File: config.mk
export PLATFORM = sky130hd
export DESIGN_NAME = instr_arbiter_rr
export DESIGN_NICKNAME = d
export VERILOG_FILES = /design/src/rtl/instr_arb_pkg.sv /design/src/rtl/instr_arbiter_rr_rr_picker.sv /design/src/rtl/instr_arbiter_rr.sv
export SDC_FILE = /design/constraint.sdc
export NUM_CORES = 1
export LEC_CHECK = 0
export CORE_AREA = 2 2 131 133
export DETAILED_ROUTE_END_ITERATION = 8
export DIE_AREA = 0 0 133 135
export PLACE_DENSITY = 0.86
export SLEW_MARGIN = 10
export SYNTH_ARGS = -nofsm -noshare
export SYNTH_HDL_FRONTEND = slang
export SYNTH_SLANG_ARGS = --single-unit
File: constraint.sdc
create_clock -name clk -period 4.3 [get_ports clk]
set_input_delay 0.645 -clock clk [delete_from_list [all_inputs] [get_ports clk]]
set_output_delay 0.645 -clock clk [all_outputs]
set_load 0.02 [all_outputs]
File: src/rtl/instr_arb_pkg.sv
// Shared types and helpers for the round-robin instruction arbiter.
// Latency: none (declarations only).
// Backpressure: not applicable.
package instr_arb_pkg;

    // Arbiter state: free round-robin arbitration or held on a branch owner
    typedef enum logic {
        ST_ARB    = 1'b0,
        ST_LOCKED = 1'b1
    } arb_state_t;

    // Channel index width; a single channel still needs one bit of index
    function automatic int ch_width(input int n);
        return (n <= 1) ? 1 : $clog2(n);
    endfunction

    // Lowest bit position of channel idx inside a packed per-channel bus
    function automatic int unsigned slice_lsb(input int unsigned idx, input int unsigned w);
        return idx * w;
    endfunction

endpackage

File: src/rtl/instr_arbiter_rr_rr_picker.sv
// Rotating-priority one-hot selector: first requester after ptr wins.
// Latency: purely combinational.
// Backpressure: none; the caller decides whether the grant is used.
module rr_picker
    import instr_arb_pkg::*;
#(
    parameter int NUM_CH = 4,
    localparam int CH_W  = ch_width(NUM_CH)
) (
    input  logic [NUM_CH-1:0] req,
    input  logic [CH_W-1:0]   ptr,
    output logic [NUM_CH-1:0] grant,
    output logic [CH_W-1:0]   grant_idx
);

    logic [CH_W-1:0] idx;
    logic            found;

    // Scan ptr+1, ptr+2, ... wrapping, so the last winner has lowest priority
    always_comb begin
        grant     = '0;
        grant_idx = '0;
        found     = 1'b0;
        idx       = '0;
        for (int k = 1; k <= NUM_CH; k++) begin
            idx = CH_W'((int'(ptr) + k) % NUM_CH);
            if (!found && req[idx]) begin
                found      = 1'b1;
                grant[idx] = 1'b1;
                grant_idx  = idx;
            end
        end
    end

endmodule

File: src/rtl/instr_arbiter_rr.sv
// Round-robin command arbiter with branch lock feeding one registered output stage.
// Latency: an accepted beat appears on out_* one clk after acceptance; 1 beat/cycle.
// Backpressure: out_valid & ~out_ready freezes output, pointer and state; in_ready drops to 0.
module instr_arbiter_rr
    import instr_arb_pkg::*;
#(
    parameter int NUM_CH = 4,
    parameter int DATA_W = 32,
    parameter int ADDR_W = 32,
    localparam int CH_W  = ch_width(NUM_CH)
) (
    input  logic                     clk,
    input  logic                     reset,
    input  logic [NUM_CH-1:0]        in_valid,
    output logic [NUM_CH-1:0]        in_ready,
    input  logic [NUM_CH*DATA_W-1:0] in_data,
    input  logic [NUM_CH*ADDR_W-1:0] in_addr,
    input  logic [NUM_CH-1:0]        in_lock,
    output logic                     out_valid,
    input  logic                     out_ready,
    output logic [DATA_W-1:0]        out_data,
    output logic [ADDR_W-1:0]        out_addr,
    output logic [CH_W-1:0]          out_ch,
    output logic                     locked
);

    arb_state_t         state;
    logic [CH_W-1:0]    ptr;
    logic [CH_W-1:0]    lock_ch;

    logic [NUM_CH-1:0]  pick_grant;
    logic [CH_W-1:0]    pick_idx;
    logic [NUM_CH-1:0]  lock_oh;
    logic [NUM_CH-1:0]  grant;
    logic [CH_W-1:0]    sel_idx;
    logic [DATA_W-1:0]  sel_data;
    logic [ADDR_W-1:0]  sel_addr;
    logic               sel_lock;
    logic               load_en;
    logic               accept;

    rr_picker #(
        .NUM_CH (NUM_CH)
    ) u_picker (
        .req       (in_valid),
        .ptr       (ptr),
        .grant     (pick_grant),
        .grant_idx (pick_idx)
    );

    // Output slot is free when empty or being drained this cycle
    assign load_en = ~out_valid | out_ready;

    // Winner: picker result while arbitrating, the lock owner (if it has a beat) while locked
    always_comb begin
        lock_oh          = '0;
        lock_oh[lock_ch] = 1'b1;
        if (state == ST_LOCKED) begin
            grant   = lock_oh & in_valid;
            sel_idx = lock_ch;
        end else begin
            grant   = pick_grant;
            sel_idx = pick_idx;
        end
    end

    assign in_ready = {NUM_CH{load_en & ~reset}} & grant;
    assign accept   = |(in_valid & in_ready);
    assign locked   = (state == ST_LOCKED);

    // Steer the winning channel's command, address and lock flag
    always_comb begin
        sel_data = '0;
        sel_addr = '0;
        sel_lock = 1'b0;
        for (int i = 0; i < NUM_CH; i++) begin
            if (sel_idx == CH_W'(i)) begin
                sel_data = in_data[slice_lsb(i, DATA_W) +: DATA_W];
                sel_addr = in_addr[slice_lsb(i, ADDR_W) +: ADDR_W];
                sel_lock = in_lock[i];
            end
        end
    end

    // Lock FSM, fairness pointer and output register; all advance only on acceptance
    always_ff @(posedge clk or posedge reset) begin
        if (reset) begin
            state     <= ST_ARB;
            ptr       <= CH_W'(NUM_CH - 1);
            lock_ch   <= '0;
            out_valid <= 1'b0;
            out_data  <= '0;
            out_addr  <= '0;
            out_ch    <= '0;
        end else begin
            if (load_en) begin
                out_valid <= accept;
                if (accept) begin
                    out_data <= sel_data;
                    out_addr <= sel_addr;
                    out_ch   <= sel_idx;
                end
            end
            if (accept) begin
                case (state)
                    ST_ARB: begin
                        ptr <= sel_idx;
                        if (sel_lock) begin
                            state   <= ST_LOCKED;
                            lock_ch <= sel_idx;
                        end
                    end
                    ST_LOCKED: begin
                        // Releasing the lock restarts the rotation just after the owner
                        if (!sel_lock) begin
                            state <= ST_ARB;
                            ptr   <= lock_ch;
                        end
                    end
                    default: state <= ST_ARB;
                endcase
            end
        end
    end

endmodule

After elaboration in Yosys (flattened, before gate mapping)
Cells that the tools add are included.
W data, S select, Z words.
- add/subtract/negate cells: 4
- $lt $le $gt $ge: 10
- eq/ne operators: 4
- muxes and demuxes: 46
- bitwise operators: 11
- reductions and logical operators: 16
- operators with widths (cell ; count):
    $mux W32 ; 8
    $mux W4 ; 5
    $mux W1 ; 17
    $lt A2 B3 Y1 const B ; 5
    $and A4 B4 Y4 ; 3
    $mux W2 ; 6
    $or A4 B4 Y4 ; 3
    $demux W1 S2 ; 5
    $ge A2 B1 Y1 const B ; 5
    $bmux W1 S2 ; 4
    $logic_and A1 B1 Y1 ; 8
    $add A2 B1 Y2 const B ; 2
    $add A2 B2 Y2 const B ; 2
    $eq A2 B2 Y1 const B ; 2
    $pmux W2 S2 ; 1
    $reduce_and A2 Y1 ; 2
    $reduce_or A4 Y1 ; 1
    $logic_not A1 Y1 ; 3
    $not A1 Y1 ; 3
    $reduce_and A3 Y1 ; 1
    $eq A2 B1 Y1 const B ; 1
    $logic_not A2 Y1 ; 1
    $ne A2 B2 Y1 const B ; 1
    $and A1 B1 Y1 ; 1
    $or A1 B1 Y1 ; 1
- bits in registers: 72
- output and inout bits: 72
- logic and storage cells: 98

Longest topological paths before layout
- word-level depth: 21
- mapped depth: 15
- gate-level depth less buffers: 10

Hierarchy
Synthesis repeated with hierarchy kept, for this count alone.
- cell total of the unflattened synthesis: 340
- area total of the unflattened synthesis: 4961.0 sq um
- modules (own cells, without submodules) (module ; instances ; cells each ; area an instance (sq um) ; sequential area each (sq um)):
    instr_arbiter_rr ; 1 ; 272 ; 4415.5 ; 1804.2
    rr_picker ; 1 ; 68 ; 545.5 ; 0.0

Least setup slack after synthesis
Ideal clock, no wire load.
- path kind: in2reg
- start: in reset
- end: reg lock_ch[1]
- data arrival time: 3.932 ns
- required time: 4.175 ns
- setup slack: 0.243 ns
- cell stages on the path: 7
- path through: inv_1 -> nand2_1 -> a31oi_1 -> a22o_1 -> or2_4 -> and3_4 -> mux2_4
- longest elaborated chain between the ends: 6
- ends and longest elaborated chain (what ; RTL line ; RTL):
    start: declaration ; instr_arbiter_rr.sv:13 ; input logic reset,
    $not A1 Y1 ; instr_arbiter_rr.sv:67 ; assign in_ready = {NUM_CH{load_en & ~reset}} & grant;
    $and A1 B1 Y1 ; instr_arbiter_rr.sv:67 ;
    $and A4 B4 Y4 ; instr_arbiter_rr.sv:67 ;
    net in_ready[3] ; instr_arbiter_rr.sv:15 ; output logic [NUM_CH-1:0] in_ready,
    $and A4 B4 Y4 ; instr_arbiter_rr.sv:68 ; assign accept = |(in_valid & in_ready);
    $reduce_or A4 Y1 ; instr_arbiter_rr.sv:68 ;
    $reduce_and A3 Y1 (no line) ; -- ;
    end signal: assignment ; instr_arbiter_rr.sv:110 ; lock_ch <= sel_idx;
    end: declaration ; instr_arbiter_rr.sv:29 ; logic [CH_W-1:0] lock_ch;
The timed path passes the listed nets, and every way through them passes these cells.
A chain may end at the register's enable or synchronous reset.

Final worst setup path
- start: reg ptr[1]
- end: out in_ready[1]
- longest elaborated chain between the ends: 15
- elaborated cells between the ends (all ways): 50
- those cells by class: add/sub: 4; order compare: 8; mux: 24; bitwise: 4; reduce/logical: 10
- ends and longest elaborated chain (what ; RTL line ; RTL):
    start: declaration ; instr_arbiter_rr.sv:28 ; logic [CH_W-1:0] ptr;
    start signal: assignment ; instr_arbiter_rr.sv:89 ; ptr <= CH_W'(NUM_CH - 1);
    start signal: assignment ; instr_arbiter_rr.sv:107 ; ptr <= sel_idx;
    start signal: assignment ; instr_arbiter_rr.sv:117 ; ptr <= lock_ch;
    parallel branches: the longest is 12 deep, another holds $lt A2 B3 Y1 ; -- ;
    $mux W4 (*) ; instr_arbiter_rr_rr_picker.sv:27 ; if (!found && req[idx]) begin
    $mux W4 (*) ; instr_arbiter_rr.sv:58 ; if (state == ST_LOCKED) begin
    $and A4 B4 Y4 (*) ; instr_arbiter_rr.sv:67 ;
    end: declaration ; instr_arbiter_rr.sv:15 ;
Every way passes the cells marked *. The select of a mux whose other input is x is not followed.

==> metrics.txt <==
status completed; iteration-0 DRC count of the detailed router 204; drt drc 0; vias in the first global route ~5800; fillers between 1000 and 1500; # rows 47; syn avg cell area between 8 and 9 um2; Vias 5640; CP Capture Type output pin; critical path arrival roughly 3400 ps; Post-synth EDFFs 0; max_slew headroom 0.3791; CP Max Fanout 12; leakage just under 4 nW; Worst Skew 7.037 ps; RSZ-0062 raised after global routing no; largest net degree at the start of global routing 81; initial antenna violation count 1; die width ~130 um; sequential share of the synthesized area 0.3277; CTS tree done; top-area cell type share of the netlist area 0.3181; final WL ~19 mm; CTS clk-pin slew, worst paths approximately 50 ps; H-tree depth 3; GP Congestion about 0.84; total gr overflow 0; share of layout cells above drive strength 1 0.1189; Worst VDD drop between 0.8 and 0.9 mV; Synth Register Bits between 70 and 80; Tcrit/Tclk final 0.9460; CTS Sinks just over 70; postcts setup bufs 0; hpwl dp approximately 15 mm; startpoint class of the critical path register; Die Ht roughly 140 um; Yosys top cell by area dfrtp_1; post-CTS sizing 0; fmax roughly 0.25 GHz; main area contributors after synthesis dfrtp_1, mux2_2, mux2i_1, o21ai_0, nand2_1; Fin. Hold Viols 0; Initial Util 0.3356; Synth Warn # 0; first-pass GRT wire length approximately 30 mm; Tot Pwr roughly 6.9 mW; DR WL/cell about 16 um; Primary FF master, synth dfrtp_1; ANT nets after route 0; Max Transition Viols Final 0; PortBufs between 300 and 400; most frequent cells in the layout clkdlybuf4s50_1, nand2_1, o21ai_0; # IOs 339; maxcap violations 0; crit path kind register to output pin; hold crit path type register to register; async set-reset flop share out of synthesis 1.000; TritonCTS buffer count 9; fin nets about 1200; Worst Max-Slew Pin Slew roughly 930 ps; cts hold-fix bufs 0; total core area roughly 16000 um2; fin crit period approximately 4000 ps; pwr/cell area approximately 740 nW/um2; worst skew pair latency between 300 and 400 ps; Setup TNS Final 0 ps; clock root cell clkbuf_16; clock buffer depth 2; GRT Total Usage 0.2066; via/cell ratio 4.850; Area Overhead vs Synth 69.42%; Mapped Cells between 600 and 700; Finish-stage setup viols 0; Mapped Nets 905; commonest non-fill, non-tap cell in the layout clkdlybuf4s50_1; Post-Syn Area roughly 5500 um2; total iterations of the first detailed-routing run 5; Die Area roughly 18000 um2; Distinct cells, synth between 40 and 50; Critical Path RT about 3700 ps
-- registers in the layout (all words and copies together), names as in the netlist --
name,flops
lock_ch,2
ptr,2
out_addr,32
out_data,32
locked,1
out_valid,1
out_ch,2
-- metrics by stage --
stage | util | hold WS [ps] | setup WS, ps | instance area (um2) | cells
CTS | 0.5678 | 481.7 | 155.4 | 9316 | 1162
global route | 0.5684 | 497.9 | 41.58 | 9326 | 1162
floorplan | - | 581.2 | 243.2 | 5507 | 630
detailed placement | 0.5503 | 469.0 | 485.9 | 9029 | 1147
global placement | 0.5503 | 460.5 | 496.9 | 9029 | 1147
finish | 0.5686 | 473.8 | 232.4 | 9329 | 1163
-- cell families (layout without fill, tap and decap cells) --
family                   count (synthesis)  in the layout  share of synthesized area
AO/OA/AOI/OAI                          176            176                     0.1788
adder cells (fa/ha/maj)                  8              8                    0.01818
buffers and inverters                   60            372                    0.05680
flip-flops                              72             72                     0.3277
multiplexers                           144            144                     0.2874
other                                    0              1                          0
AND/OR/NAND/NOR                        170            170                     0.1311
-- cell type report --
type / count / area (um2) / area share
well taps: 220 / 275.3 / 0.02951
repair buffers: 350 / 3523 / 0.3777
clock inverters: 4 / 45.04 / 0.004828
clock buffers: 11 / 242.7 / 0.02602
multi-input cells: 498 / 3408 / 0.3653
flip-flops and latches: 72 / 1804 / 0.1934
diodes: 1 / 2.502 / 0.0002682
inverters: 7 / 27.53 / 0.002951
-- per-layer routing --
layer | share of wire | global-route usage | routed length, um | vias to the layer above
met5 | 0 | 0 | 0 | -
met4 | 0.028 | 0.07587 | 513 | 0
met3 | 0.063 | 0.05293 | 1173 | 31
met2 | 0.52 | 0.3765 | 9726 | 209
met1 | 0.38 | 0.2329 | 7139 | 2561
li1 | - | - | - | 2839
-- synthesized netlist by cell type (2+ instances only) --
master / number
nand2_1: 140
o21ai_0: 114
dfrtp_1: 70
mux2i_1: 70
mux2_2: 68
clkbuf_1: 21
o21ai_1: 18
a21oi_1: 13
buf_2: 13
buf_4: 13
ha_1: 8
inv_1: 6
a211oi_1: 5
nor2_1: 5
nor2b_1: 5
a31oi_1: 4
nand2b_1: 4
nand3b_1: 4
a22o_1: 3
buf_1: 3
buf_6: 3
mux4_2: 3
o22ai_1: 3
a221o_1: 2
dfstp_2: 2
nand3_1: 2
nor2_4: 2
nor3_1: 2
o211ai_1: 2
o21a_1: 2
o21bai_1: 2
-- where the power goes --
group	total [mW]	internal (mW)	switching (mW)	leakage, nW
clock	0.733	0.458	0.274	0.145
combinational	4.92	2.28	2.64	2.86
sequential	1.29	1.05	0.232	0.877
-- worst max-delay path, stage by stage, from the launching register on --
cell and delay (ps):
dfstp_2 660, inv_1 140, ha_1 480, mux4_2 470, nor2_4 180, o211a_4 190, a21oi_1 60, o22ai_1 140
nor2b_1 150, clkdlybuf4s50_1 610
-- worst paths after layout --
check                                    startpoint                  endpoint  slack (ps)  depth (start not counted)
max in group asynchronous                     reset  out_addr[18]$_DFFE_PP0P_        2740                          3
setup reg to reg                 ptr[1]$_DFFE_PP1P_  out_data[19]$_DFFE_PP0P_         750                         11
hold reg to reg            out_addr[25]$_DFFE_PP0P_  out_addr[25]$_DFFE_PP0P_         470                          2
min in group asynchronous                     reset   out_addr[5]$_DFFE_PP0P_         920                          3
setup / recovery                 ptr[1]$_DFFE_PP1P_               in_ready[1]         230                          9
hold / removal             out_addr[25]$_DFFE_PP0P_  out_addr[25]$_DFFE_PP0P_         470                          2
No activity file was read; power rests on OpenSTA's default activity.
